--- src/rtl/mem_pkg.sv ---
// Shared types for the memory-stage data-bus master and its lane-alignment helper.
package mem_pkg;

    typedef logic bool;

    localparam bool TRUE  = 1'b1;
    localparam bool FALSE = 1'b0;

    typedef enum logic [1:0] {
        SZ_BYTE = 2'd0,
        SZ_HALF = 2'd1,
        SZ_WORD = 2'd2
    } mem_size_e;

    typedef enum logic [2:0] {
        IDLE     = 3'd0,
        REQ      = 3'd1,
        WAIT_RSP = 3'd2,
        DONE     = 3'd3,
        DRAIN    = 3'd4
    } mem_state_e;

    // The raw size code 3 is illegal; it is folded onto a word access.
    function automatic mem_size_e decodeSize(input logic [1:0] rawSize);
        case (rawSize)
            2'd0:    return SZ_BYTE;
            2'd1:    return SZ_HALF;
            default: return SZ_WORD;
        endcase
    endfunction

    function automatic bool isMisaligned(input mem_size_e size, input logic [1:0] addrLo);
        case (size)
            SZ_HALF: return addrLo[0];
            SZ_WORD: return (addrLo != 2'b00);
            default: return FALSE;
        endcase
    endfunction

endpackage

--- src/rtl/mem_lane_align.sv ---
// Purely combinational byte-lane helper: store byte enables and lane
// replication, plus load lane extraction with zero/sign extension.
// Shared with the store buffer, so it holds no state.
module mem_lane_align
    import mem_pkg::*;
(
    input  mem_size_e   i_size,
    input  logic [1:0]  i_addrLo,
    input  bool         i_signed,
    input  logic [31:0] i_wdata,
    input  logic [31:0] i_rdata,
    output logic [3:0]  o_be,
    output logic [31:0] o_wdata,
    output logic [31:0] o_rdata
);

    logic [31:0] w_shifted;

    assign w_shifted = i_rdata >> {i_addrLo, 3'b000};

    // Store side: pick the enabled lanes and replicate the right-aligned data into every lane.
    always_comb begin
        o_be    = 4'b1111;
        o_wdata = i_wdata;
        case (i_size)
            SZ_BYTE: begin
                o_be    = 4'b0001 << i_addrLo;
                o_wdata = {4{i_wdata[7:0]}};
            end
            SZ_HALF: begin
                o_be    = 4'b0011 << i_addrLo;
                o_wdata = {2{i_wdata[15:0]}};
            end
            default: begin
                o_be    = 4'b1111;
                o_wdata = i_wdata;
            end
        endcase
    end

    // Load side: bring the addressed lane down to bit 0, then zero- or sign-extend it.
    always_comb begin
        o_rdata = i_rdata;
        case (i_size)
            SZ_BYTE: o_rdata = {{24{i_signed & w_shifted[7]}}, w_shifted[7:0]};
            SZ_HALF: o_rdata = {{16{i_signed & w_shifted[15]}}, w_shifted[15:0]};
            default: o_rdata = i_rdata;
        endcase
    end

endmodule

--- src/rtl/mem_access_unit.sv ---
// Memory-stage data-bus master: runs one load/store per EX/MEM op, raises the
// memory stall to the pipeline controller, and honours its hold/flush.
// Optional watchdog: define MEM_TIMEOUT_EN to abort stuck transactions with bus_error.
module mem_access_unit
    import mem_pkg::*;
#(
    parameter int ADDR_W         = 32,
    parameter int DATA_W         = 32,
    parameter int TIMEOUT_CYCLES = 255
)
(
    input  logic              clk,
    input  logic              rst_n,
    input  bool               op_valid,
    input  bool               op_is_store,
    input  logic [1:0]        op_size,
    input  bool               op_signed,
    input  logic [ADDR_W-1:0] op_addr,
    input  logic [DATA_W-1:0] op_wdata,
    input  bool               stall_to_mem_cmt,
    input  bool               flash_to_mem_cmt,
    output bool               stall_from_memory,
    output bool               bus_req,
    output bool               bus_we,
    output logic [ADDR_W-1:0] bus_addr,
    output logic [3:0]        bus_be,
    output logic [DATA_W-1:0] bus_wdata,
    input  bool               bus_gnt,
    input  bool               bus_rvalid,
    input  logic [DATA_W-1:0] bus_rdata,
    output bool               res_valid,
    output logic [DATA_W-1:0] res_data,
    output bool               addr_error,
    output bool               bus_error
);

    if (DATA_W != 32 || TIMEOUT_CYCLES < 1) begin : g_paramCheck
        $error("mem_access_unit: DATA_W must be 32 and TIMEOUT_CYCLES must be positive");
    end

    mem_state_e        r_state;
    mem_state_e        w_stateNext;
    bool               r_isStore;
    bool               r_signed;
    mem_size_e         r_size;
    logic [ADDR_W-1:0] r_addr;
    logic [DATA_W-1:0] r_wdata;
    logic [DATA_W-1:0] r_result;
    logic [3:0]        w_be;
    logic [DATA_W-1:0] w_wdataRep;
    logic [DATA_W-1:0] w_loadData;
    bool               w_misaligned;
    bool               w_timeout;

    assign w_misaligned = isMisaligned(decodeSize(op_size), op_addr[1:0]);

    mem_lane_align u_laneAlign (
        .i_size   (r_size),
        .i_addrLo (r_addr[1:0]),
        .i_signed (r_signed),
        .i_wdata  (r_wdata),
        .i_rdata  (bus_rdata),
        .o_be     (w_be),
        .o_wdata  (w_wdataRep),
        .o_rdata  (w_loadData)
    );

`ifdef MEM_TIMEOUT_EN
    localparam int CNT_W = $clog2(TIMEOUT_CYCLES + 1);

    logic [CNT_W-1:0] r_wdogCnt;
    bool              r_busError;

    assign w_timeout = (r_wdogCnt == CNT_W'(TIMEOUT_CYCLES));
    assign bus_error = (r_state == DONE) && r_busError;

    // Watchdog counts only while a bus transaction is outstanding and restarts on every state entry.
    always_ff @(posedge clk) begin
        if (!rst_n) begin
            r_wdogCnt <= '0;
        end else if ((w_stateNext != r_state) || !((r_state == REQ) || (r_state == WAIT_RSP))) begin
            r_wdogCnt <= '0;
        end else begin
            r_wdogCnt <= r_wdogCnt + 1'b1;
        end
    end

    // Remember that DONE was reached by expiry rather than by a real response.
    always_ff @(posedge clk) begin
        if (!rst_n) begin
            r_busError <= FALSE;
        end else if ((r_state == IDLE) && (w_stateNext == REQ)) begin
            r_busError <= FALSE;
        end else if (((r_state == REQ) || (r_state == WAIT_RSP)) && (w_stateNext == DONE) &&
                     !((r_state == WAIT_RSP) && bus_rvalid)) begin
            r_busError <= TRUE;
        end
    end
`else
    assign w_timeout = FALSE;
    assign bus_error = FALSE;
`endif

    // State register.
    always_ff @(posedge clk) begin
        if (!rst_n) begin
            r_state <= IDLE;
        end else begin
            r_state <= w_stateNext;
        end
    end

    // Next state: a flush always wins, and a flush that races a grant still owes a DRAIN.
    always_comb begin
        w_stateNext = r_state;
        case (r_state)
            IDLE: begin
                if (op_valid && !w_misaligned && !flash_to_mem_cmt) w_stateNext = REQ;
            end
            REQ: begin
                if (flash_to_mem_cmt)  w_stateNext = bus_gnt ? DRAIN : IDLE;
                else if (bus_gnt)      w_stateNext = WAIT_RSP;
                else if (w_timeout)    w_stateNext = DONE;
            end
            WAIT_RSP: begin
                if (flash_to_mem_cmt)  w_stateNext = bus_rvalid ? IDLE : DRAIN;
                else if (bus_rvalid)   w_stateNext = DONE;
                else if (w_timeout)    w_stateNext = DONE;
            end
            DONE: begin
                if (flash_to_mem_cmt || !stall_to_mem_cmt) w_stateNext = IDLE;
            end
            DRAIN: begin
                if (bus_rvalid) w_stateNext = IDLE;
            end
            default: w_stateNext = IDLE;
        endcase
    end

    // Op latch and result register; the result is cleared at launch so stores and expiries return 0.
    always_ff @(posedge clk) begin
        if (!rst_n) begin
            r_isStore <= FALSE;
            r_signed  <= FALSE;
            r_size    <= SZ_BYTE;
            r_addr    <= '0;
            r_wdata   <= '0;
            r_result  <= '0;
        end else if ((r_state == IDLE) && (w_stateNext == REQ)) begin
            r_isStore <= op_is_store;
            r_signed  <= op_signed;
            r_size    <= decodeSize(op_size);
            r_addr    <= op_addr;
            r_wdata   <= op_wdata;
            r_result  <= '0;
        end else if ((r_state == WAIT_RSP) && bus_rvalid && !flash_to_mem_cmt) begin
            r_result  <= r_isStore ? '0 : w_loadData;
        end
    end

    // Outputs: stall covers the launch cycle and the outstanding bus phases; bus fields only show in REQ.
    always_comb begin
        stall_from_memory = FALSE;
        bus_req           = FALSE;
        bus_we            = FALSE;
        bus_addr          = '0;
        bus_be            = 4'b0000;
        bus_wdata         = '0;
        res_valid         = FALSE;
        res_data          = '0;
        addr_error        = FALSE;
        case (r_state)
            IDLE: begin
                if (op_valid && w_misaligned) begin
                    addr_error = TRUE;
                    res_valid  = TRUE;
                end else if (op_valid && !flash_to_mem_cmt) begin
                    stall_from_memory = TRUE;
                end
            end
            REQ: begin
                stall_from_memory = TRUE;
                bus_req           = TRUE;
                bus_we            = r_isStore;
                bus_addr          = {r_addr[ADDR_W-1:2], 2'b00};
                bus_be            = w_be;
                bus_wdata         = w_wdataRep;
            end
            WAIT_RSP: begin
                stall_from_memory = TRUE;
            end
            DONE: begin
                res_valid = TRUE;
                res_data  = r_result;
            end
            default: begin
                stall_from_memory = FALSE;
            end
        endcase
    end

endmodule
--- config.mk ---
export PLATFORM = sky130hd
export DESIGN_NAME = mem_access_unit
export DESIGN_NICKNAME = d
export VERILOG_FILES = /design/src/rtl/mem_pkg.sv /design/src/rtl/mem_lane_align.sv /design/src/rtl/mem_access_unit.sv
export SDC_FILE = /design/constraint.sdc
export NUM_CORES = 1
export LEC_CHECK = 0
export CAP_MARGIN = 10
export CORE_UTILIZATION = 46
export CTS_CLUSTER_SIZE = 25
export DETAILED_ROUTE_END_ITERATION = 10
export HOLD_SLACK_MARGIN = 0.06
export PLACE_DENSITY = 0.86
export SKIP_LAST_GASP = 1
export SLEW_MARGIN = 20
export SYNTH_ARGS = -nofsm -noshare
export SYNTH_HDL_FRONTEND = slang
export SYNTH_HIERARCHICAL = 1
export SYNTH_SLANG_ARGS = --single-unit
--- constraint.sdc ---
create_clock -name clk -period 2 [get_ports clk]
set_input_delay 0.3 -clock clk [delete_from_list [all_inputs] [get_ports clk]]
set_output_delay 0.3 -clock clk [all_outputs]
set_load 0.1 [all_outputs]
==> flow_summary_export.csv <==
group,metric,value,unit
run_status,status,"complete, but fails checks",
run_status,violations,"setup timing",
critical_path,endpoint,"stall_from_memory",
timing,fin_ws,-0.273,ns
cts,cts_buffers,9,
timing,slew_headroom,0.402,
critical_path,ff2ff_setup_slack,0.07,ns
yosys,synthFlopType,"dfxtp_1",
yosys,yosysSeqAreaShare,0.335,
floorplanning,initial_utilization,0.480,
timing,fin_hold_ws,0.282,ns
floorplanning,fp.dieW,118,um
placed_design,pre_cts_slack,-0.295,ns
placed_design,dpl_cell_area,9780,um^2
cells_and_area,final_cell_mix,"nand2_1, buf_12, clkdlybuf4s50_1",
critical_path,startpoint_type,"flop",
yosys,synth.distinct_cells,44,
cells_and_area,drive_gt1_frac,0.330,
placed_design,portBuffers,209,
cts,htreeDepth,3,
critical_path,worstReg2RegStart,"r_state[0]",
cts,ctsLongestPathBuffers,2,
detailed_routing,wirelength_met1,8.09,mm
floorplanning,rows,41,
floorplanning,coreArea,12800,um^2
timing,worstMarginPinSlew,0.896,ns
cts,clk_pin_slew_worst_paths,0.07,ns
cts,cts_tree,"done",
critical_path,required,1.70,ns
floorplanning,io_pins,213,
detailed_routing,vias_per_cell,5.66,
timing,period_needed,2.27,ns
cts,cts_root_buf,"clkbuf_16",
yosys,syn_area,6160,um^2
grt,gr-total-overflow,0,
yosys,syn_avg_cell_area,7.94,um^2
detailed_routing,wire_per_inst,18.7,um
power,vdd_drop_max,0.000479,V
placed_design,hpwl,14.4,mm
yosys,synthArstFlopShare,0,
detailed_routing,dr_total_vias,6537,
timing,setup_violations,86,
yosys,synth-xor-area-share,0.00142,
detailed_routing,dr.first_iter.drc_count,592,
timing,max_freq,440,MHz
cts,clock-sinks,103,
detailed_routing,route.detailed.drc,0,
placed_design,globalplace.congestion,0.932,
timing,hold_viol_final,0,
critical_path,crit_arrival,1.97,ns
critical_path,path_class,"reg -> out",
grt,grt_use_total,0.306,
timing,post-route-period-util,1.14,
grt,antenna_found_initial,1,
grt,grt_pass1_vias,6388,
detailed_routing,drt_wl_total,21.6,mm
grt,grt_max_degree,58,
cts,cts_hold_buffers,0,
yosys,synth-simple-area-share,0.297,
yosys,synthAdderAreaFrac,0,
detailed_routing,postRouteAntennaNets,0,
grt,grt_pass1_wl,33.6,mm
critical_path,r2r.worst_path.cells,6,
yosys,yosys-top-cells-area,"dfxtp_1, mux2i_1, nand2_1",
timing,skew,0.00481,ns
critical_path,worstPathMaxFanout,2,
run,max_cap_viol_count,0,
timing,drv_slew,0,
floorplanning,die_h,118,um
power,p_per_area,463,nW/um^2
yosys,yosys.area.top_type,"dfxtp_1",
yosys,synth_compound_area_frac,0.112,
cells_and_area,design_area,10300,um^2
cts,clock_latency,0.36,ns
yosys,synth_top_family_by_area,"simple AND/OR/NAND/NOR gates",
yosys,ys_ff_latch,103,
critical_path,cp-startpoint,"r_state[0]",
critical_path,crit_path_end_kind,"output pin",
hold_path,hp-class,"in -> reg",
timing,rsz0062_at_grt,"true",
detailed_routing,dr.pass1.iters,5,
cells_and_area,area_growth,67.9,%
critical_path,reg2reg_to,"r_wdata[14]",
detailed_routing,met3_length,1.90,mm
yosys,synth-edff-count,0,
yosys,yosysTopAreaCellShare,0.335,
cells_and_area,final_common_cell,"nand2_1",
yosys,synth_warnings,6,
yosys,synth_cells,775,
yosys,synthMuxAreaShare,0.185,
detailed_routing,wl_met2,10.9,mm
detailed_routing,dr.max_layer_used,"met4",
cells_and_area,nets,1083,
power,power.leakage,4.02,nW
floorplanning,die_area,13900,um^2
## timing repair
item                                    in CTS  in global routing
resized for setup                           23                  8
cloned                                       4                  0
endpoints found under the setup margin     102                 90
pin swaps                                    4                  3
setup buffers                                6                  3
endpoints found under the hold margin        0                  0
## report_power, final
part | internal [mW] | switching, mW
logic | 0.468 | 0.495
clock network | 0.847 | 0.831
registers | 2.10 | 0.0392
## sequential cells by signal, summed over array words and instances, names as in the netlist
| register | flops |
|---|---|
| r_addr | 32 |
| r_state | 3 |
| r_wdata | 32 |
| r_result | 32 |
| r_size | 2 |
| r_signed | 1 |
| r_isStore | 1 |
## synthesized netlist by cell type, types with 2 or more instances
master and n:
nand2_1 197, dfxtp_1 103, and2_1 101, mux2i_1 82
o21ai_0 54, clkbuf_1 51, a21oi_1 38, nand4b_1 32
mux2_2 25, buf_4 15, nor2_1 12, buf_2 10
a221oi_1 6, o31ai_1 6, buf_6 5, inv_1 4
a22oi_1 3, a31oi_1 2, nor2b_1 2, nor3b_1 2
o211ai_1 2
## area by class of cell
cell class / count / area (um^2)
Multi-Input combinational cell: 588 / 3900
Antenna cell: 1 / 2.50
Timing Repair Buffer: 270 / 3870
Inverter: 4 / 15.0
Sequential cell: 103 / 2070
Tap cell: 172 / 215
Clock inverter: 5 / 33.8
Clock buffer: 11 / 233
Fill cell: 744 / 2490
## cells by family after synthesis
| family | count (synthesis) |
|---|---|
| other cells | 1 |
| xor+xnor | 1 |
| buf+inv | 86 |
| compound gates | 119 |
| flops | 103 |
| mux | 109 |
| simple gates | 356 |
## per-stage QoR
stage          cells  total power [mW]  setup TNS (ns)   util
2_1_floorplan    777              2.66          -0.391      -
3_3_place_gp    1124              3.07          -16.32  0.762
3_5_place_dp    1124              3.09          -19.06  0.762
4_1_cts         1150              4.76           -9.17  0.801
5_1_grt         1153              4.90          -18.17  0.806
6_report        1154              4.78          -14.05  0.806
## worst min-delay path by stage
stage	slack [ns]	cells past startpoint	end	start
2_1_floorplan	0.43	2	r_addr[10]	r_addr[10]
3_3_place_gp	0.44	2	r_addr[11]	r_addr[11]
5_1_grt	0.32	3	r_size[1]	op_size[1]
3_5_place_dp	0.45	2	r_addr[7]	r_addr[7]
4_1_cts	0.36	3	r_wdata[19]	rst_n
6_report	0.28	3	r_size[1]	op_size[1]
## layer usage
metal	global-route usage	vias to the layer above
met5	0	-
met3	0.0766	62
li1	-	3012
met4	0.135	0
met2	0.552	359
met1	0.336	3104
## worst max-delay path, cell delays in order (launching register included)
cell and delay [ns]:
dfxtp_2 0.34, or4b_4 0.55, or4_4 0.45, o21ai_4 0.09, buf_12 0.19
(Power assumes the default switching activity.)
